File: src/rtl/vram_write_arbiter.sv
`default_nettype none
// ============================================================================
//  Module      : vram_write_arbiter
//  Description : Shares the single VideoRAM write port between two character
//                requesters (A, B) and an internal fill engine used for
//                screen clear and scroll-line blanking. Requesters are
//                round-robin arbitrated when both are valid; the fill engine
//                owns the port exclusively while it runs. Every write leaves
//                through one output register, so at most one write per cycle.
//  Revision    : 1.0 - initial release
// ============================================================================
module vram_write_arbiter #(
    parameter int              AW        = 11,
    parameter int              DW        = 8,
    parameter logic [DW-1:0]   FILL_CHAR = 8'h20
) (
    input  logic            clk25,
    input  logic            rst,

    input  logic            a_valid,
    output logic            a_ready,
    input  logic [AW-1:0]   a_addr,
    input  logic [DW-1:0]   a_data,

    input  logic            b_valid,
    output logic            b_ready,
    input  logic [AW-1:0]   b_addr,
    input  logic [DW-1:0]   b_data,

    input  logic            clr_start,
    input  logic [AW-1:0]   clr_base,
    input  logic [AW:0]     clr_len,
    output logic            clr_busy,

    output logic            vwr,
    output logic [AW-1:0]   vwaddr,
    output logic [DW-1:0]   vwdata
);

    typedef enum logic [0:0] {
        S_IDLE = 1'b0,
        S_FILL = 1'b1
    } state_t;

    localparam logic [AW:0] c_cnt_one = {{AW{1'b0}}, 1'b1};

    state_t          r_state;
    state_t          w_state_nxt;
    logic [AW-1:0]   r_ptr;
    logic [AW-1:0]   w_ptr_nxt;
    logic [AW:0]     r_cnt;
    logic [AW:0]     w_cnt_nxt;

    // Round-robin pointer: 0 = A preferred, 1 = B preferred.
    logic            r_rr_b;

    logic            w_busy;
    logic            w_start_ok;
    logic            w_a_ready;
    logic            w_b_ready;

    logic            r_vwr;
    logic [AW-1:0]   r_vwaddr;
    logic [DW-1:0]   r_vwdata;

    assign w_busy     = (r_state == S_FILL);
    // A zero-length start is dropped; starts during a fill are dropped too
    // because only the IDLE state looks at clr_start.
    assign w_start_ok = (r_state == S_IDLE) && clr_start && (clr_len != '0);

    // The preferred requester wins a tie; a lone requester always wins.
    // Both readies drop while the fill engine owns the port.
    assign w_a_ready  = !w_busy && a_valid && (!b_valid || !r_rr_b);
    assign w_b_ready  = !w_busy && b_valid && (!a_valid ||  r_rr_b);

    // Fill engine next-state: load on accepted start, then walk ptr/cnt.
    always_comb begin
        w_state_nxt = r_state;
        w_ptr_nxt   = r_ptr;
        w_cnt_nxt   = r_cnt;
        case (r_state)
            S_IDLE: begin
                if (w_start_ok) begin
                    w_state_nxt = S_FILL;
                    w_ptr_nxt   = clr_base;
                    w_cnt_nxt   = clr_len;
                end
            end
            S_FILL: begin
                w_ptr_nxt = r_ptr + 1'b1;
                w_cnt_nxt = r_cnt - 1'b1;
                if (r_cnt == c_cnt_one) begin
                    w_state_nxt = S_IDLE;
                end
            end
            default: begin
                w_state_nxt = S_IDLE;
            end
        endcase
    end

    // Fill engine state, address pointer and remaining-cell counter.
    always_ff @(posedge clk25) begin
        if (rst) begin
            r_state <= S_IDLE;
            r_ptr   <= '0;
            r_cnt   <= '0;
        end else begin
            r_state <= w_state_nxt;
            r_ptr   <= w_ptr_nxt;
            r_cnt   <= w_cnt_nxt;
        end
    end

    // Round-robin pointer moves to the requester that was not granted.
    always_ff @(posedge clk25) begin
        if (rst) begin
            r_rr_b <= 1'b0;
        end else if (w_a_ready) begin
            r_rr_b <= 1'b1;
        end else if (w_b_ready) begin
            r_rr_b <= 1'b0;
        end
    end

    // Registered VideoRAM write port; address/data hold when idle.
    always_ff @(posedge clk25) begin
        if (rst) begin
            r_vwr    <= 1'b0;
            r_vwaddr <= '0;
            r_vwdata <= '0;
        end else if (w_busy) begin
            r_vwr    <= 1'b1;
            r_vwaddr <= r_ptr;
            r_vwdata <= FILL_CHAR;
        end else if (w_a_ready) begin
            r_vwr    <= 1'b1;
            r_vwaddr <= a_addr;
            r_vwdata <= a_data;
        end else if (w_b_ready) begin
            r_vwr    <= 1'b1;
            r_vwaddr <= b_addr;
            r_vwdata <= b_data;
        end else begin
            r_vwr    <= 1'b0;
        end
    end

    assign a_ready  = w_a_ready;
    assign b_ready  = w_b_ready;
    assign clr_busy = w_busy;
    assign vwr      = r_vwr;
    assign vwaddr   = r_vwaddr;
    assign vwdata   = r_vwdata;

endmodule
`default_nettype wire

File: config.mk
export PLATFORM = sky130hd
export DESIGN_NAME = vram_write_arbiter
export DESIGN_NICKNAME = d
export VERILOG_FILES = /design/src/rtl/vram_write_arbiter.sv
export SDC_FILE = /design/constraint.sdc
export NUM_CORES = 1
export LEC_CHECK = 0
export ABC_AREA = 1
export CORE_AREA = 2 2 82 84
export DETAILED_ROUTE_END_ITERATION = 12
export DIE_AREA = 0 0 84 86
export HOLD_SLACK_MARGIN = 0.08
export PLACE_DENSITY = 0.77
export SLEW_MARGIN = 20
export SYNTH_ARGS = -nofsm -noshare
export SYNTH_HDL_FRONTEND = slang
export SYNTH_SLANG_ARGS = --single-unit
File: constraint.sdc
create_clock -name clk25 -period 3.05 [get_ports clk25]
set_input_delay 0.61 -clock clk25 [delete_from_list [all_inputs] [get_ports clk25]]
set_output_delay 0.61 -clock clk25 [all_outputs]
set_load 0.005 [all_outputs]
# [Yosys cells after proc, flatten, opt, wreduce, memory -nomap -nowiden]
# Index checks and enable logic that the tools add are counted.
[op_classes] add_sub_neg=2 n_eq_ne=2 n_mux=18 bitwise_logic=1 reduce_logical=16
[ops] op="11-bit two-way mux" count=4
[ops] op="12-bit one-hot mux with 2 select lines" count=1
[ops] op="11-bit one-hot mux with 2 select lines" count=1
[ops] op="8-bit two-way mux" count=2
[ops] op="12-bit by 1-bit == test with 1-bit output, second input constant" count=1
[ops] op="12-bit two-way mux" count=1
[ops] op="12-bit nonzero test" count=1
[ops] op="12-bit by 1-bit subtractor with 12-bit output, second input constant" count=1
[ops] op="11-bit by 1-bit adder with 11-bit output, second input constant" count=1
[ops] op="1-bit two-way mux" count=7
[ops] op="1-bit logical AND" count=6
[ops] op="6-bit two-way mux" count=1
[ops] op="1-bit zero test" count=4
[ops] op="3-bit nonzero test" count=1
[ops] op="1-bit logical OR" count=2
[ops] op="2-bit inequality test, second input constant" count=1
[ops] op="1-bit one-hot mux with 2 select lines" count=1
[ops] op="2-bit nonzero test" count=1
[ops] op="2-bit OR reduction" count=1
[ops] op="1-bit inverter" count=1
[totals] register_bits=45 in_bits=66 out_inout_bits=23 elab_cells=47

# [Depth between registers and ports, before layout]
[logic_depth] ltp_word=6 mapped_depth=10 mapped_depth_nobuf=10

# [Worst setup path after synthesis]
# Ideal clock, no wire load.
[synth_path] path_type="input-to-output" from="input b_valid" to="output a_ready" arrival_ns=1.003 t_required_ns=2.440 path_slack_ns=1.437 cell_stages=5 path_buffers=0 path_cell_list="inv_1 > nand2_1 > nand2_2 > nand2_2 > inv_2"
[synth_between] elab_chain_cells=3
[synth_rtl] item="start, declared" line_no="25" rtl="input logic b_valid,"
[synth_rtl] item="1-bit zero test" line_no="73" rtl="assign w_a_ready = !w_busy && a_valid && (!b_valid || !r_rr_b);"
[synth_rtl] item="1-bit logical OR" line_no="73"
[synth_rtl] item="1-bit logical AND" line_no="73"
[synth_rtl] item="end, declared" line_no="21" rtl="output logic a_ready,"
# No other way between the ends.

# [Worst setup path after layout]
[layout_path] from="input a_valid" to="output a_ready"
[layout_between] elab_chain_cells=2
[layout_rtl] item="start, declared" line_no="20" rtl="input logic a_valid,"
[layout_rtl] item="1-bit logical AND (2 in series)" line_no="73"
# No other way between the ends.

==> metrics.txt <==
fin util 0.584; Worst Skew 0.00606 ns; syn nets 482; Worst Path Max Fanout 8; final non-filler cell total 574; Worst Setup EP a_ready; # DRC 0; crit path capture type output pin; total global routing overflow 0; Die ar. 7220 um2; worst r2r src r_rr_b$_SDFFE_PP0P_; Design Power 1.63 mW; pins over their slew limit 0; layout cells sized above 1 0.0624; DP Wirelength 5270 um; design area 3670 um2; H-tree depth 2; DRT Wirelength 7060 um; Syn. warnings 0; Worst Tran Pin Value 0.450 ns; hold_buf cts 0; pin count of the biggest net entering global routing 46; Clock transition at path regs 0.08 ns; startpoint class of the critical path input port; ys flop type dfxtp_1; dpl ws 0.385 ns; Clock Tree Root clkbuf_8; fmax 374 MHz; Core ar. 6280 um2; IO Pins 89; WHS 0.471 ns; Reg2Reg Depth 8; nets@finish 566; setup TNS 0 ns; asr flop ratio synth 0; RR Endpoint vwaddr[1]$_SDFFE_PP0P_; min cycle time layout 2.68 ns; Max-slew headroom 0.700; WL/cell 12.3 um; number of global-route vias before repair 2,826; initial antenna violation count 0; Longest Clk Path Bufs 2; status completed; Pre-Repair DR Iteration Count 4; Post-Synthesis Cell Area 2650 um2; RSZ-0062 raised after global routing false; row count 29; Syn-to-layout area delta 38.5%; antenna viol nets, final 0; CTS Sinks 45; WP data required 2.44 ns; final hold vios 0; Initial Util 0.422; ANT cells 0; Synth area leaders dfxtp_1, nand2_1, nand3_1, nor2_1, o21ai_0; Syn Area/Cell 6.41 um2; Power Density 446 nW/um2; Vias 2,902; CTS Buf Count 5; placed inst area 3560 um2; top cell type's share of synthesized area 0.340; Die Ht 86 um; Setup CP Type in -> out; peak supply drop 0.000199 V; via-per-instance ratio 5.06; Post-synth EDFFs 0; first-pass GRT wire length 12,400 um; Die X 84 um; IO buf count 88; Cells after Synth 413; GPL Wtd Cong 0.869; Netlist cell types 35; clk_lat worst skew 0.29 ns; gr usage total 0.207; initial DRC count 152; FF-to-FF setup slack 1.45 ns; Pleak 1.62 nW; Resize count post-CTS 0; placed insts 567; register area share after synthesis 0.340; worst setup path startpoint a_valid; Worst Hold Class reg -> reg; Yosys reg bits 45; part of the cycle the worst path needs 0.877; Post-CTS Repair Setup Buffers 0; Synth area leader dfxtp_1; Setup violations, final 0; final setup margin 0.374 ns; maxcap violations 0; Arrival @ worst endpoint 2.07 ns; CTS tree built
==> power breakdown <==
group	switching (mW)	internal, mW	total [mW]
combinational	0.255	0.241	0.495
sequential	0.0482	0.652	0.701
clock	0.200	0.238	0.439
total	0.503	1.13	1.63
==> worst max-delay path: stages <==
cell             delay (ns)
clkdlybuf4s50_1        0.48
nand2_1                0.09
nand2_2                0.08
nand2_2                0.11
inv_2                  0.17
clkdlybuf4s50_1        0.52
==> sequential cells by signal, summed over array words and instances (netlist names) <==
signal and flops:
r_cnt 12, r_ptr 11, vwaddr 11, vwdata 8, clr_busy 1, r_rr_b 1
vwr 1
==> metal layers <==
metal	track usage	up-vias	wire, um
li1	-	1513	-
met1	0.263	1276	3350
met2	0.359	104	3160
met3	0.0481	9	491
met4	0.0484	0	61
met5	0	-	0
==> area by class of cell <==
cell class | count | area (um2)
Multi-Input combinational cell | 307 | 1480
Sequential cell | 45 | 901
Inverter | 46 | 175
Clock inverter | 2 | 35.0
Clock buffer | 5 | 68.8
Fill cell | 624 | 2610
Tap cell | 77 | 96.3
Timing Repair Buffer | 92 | 911
==> kinds of logic after synthesis <==
| group | share of synthesized area |
|---|---|
| AO/OA/AOI/OAI | 0.154 |
| buffers and inverters | 0.101 |
| flip-flops | 0.340 |
| adder cells (fa/ha/maj) | 0.0142 |
| XOR/XNOR | 0.00993 |
| AND/OR/NAND/NOR | 0.381 |
==> cells in the final DEF, fill, tap and decap left out, drive strengths merged, types with 3 or more instances in the layout <==
cell type      instances
a21oi                 17
a31oi                  6
buf                    4
clkbuf                 5
clkdlybuf4s50         88
dfxtp                 45
ha                     3
inv                   46
nand2                111
nand3                 50
nand4                  3
nor2                  54
nor3                   5
o2111ai                3
o21ai                 41
o31ai                  3
or2                    3
xor2                   3
==> worst min-delay path by stage <==
stage / start / end / cells past startpoint
3_3_place_gp: vwaddr[7]$_SDFFE_PP0P_ / vwaddr[7]$_SDFFE_PP0P_ / 2
5_1_grt: vwaddr[7]$_SDFFE_PP0P_ / vwaddr[7]$_SDFFE_PP0P_ / 2
3_5_place_dp: vwaddr[7]$_SDFFE_PP0P_ / vwaddr[7]$_SDFFE_PP0P_ / 2
6_report: vwaddr[7]$_SDFFE_PP0P_ / vwaddr[7]$_SDFFE_PP0P_ / 2
4_1_cts: vwaddr[7]$_SDFFE_PP0P_ / vwaddr[7]$_SDFFE_PP0P_ / 2
2_1_floorplan: r_rr_b$_SDFFE_PP0P_ / r_rr_b$_SDFFE_PP0P_ / 2
==> synthesized netlist by cell type (3+ instances only) <==
library cell	n
buf_6	3
nand2_2	3
o21ai_0	35
buf_2	4
nor3_1	5
clkbuf_1	5
o21ai_1	6
nand4_1	3
a21oi_1	17
nand2_1	105
o31ai_1	3
nor2_4	3
inv_1	39
a31oi_1	6
xor2_1	3
ha_1	3
o2111ai_1	3
dfxtp_1	45
nand3_1	49
nor2_1	51
inv_2	6
No activity file was read; power rests on OpenSTA's default activity.
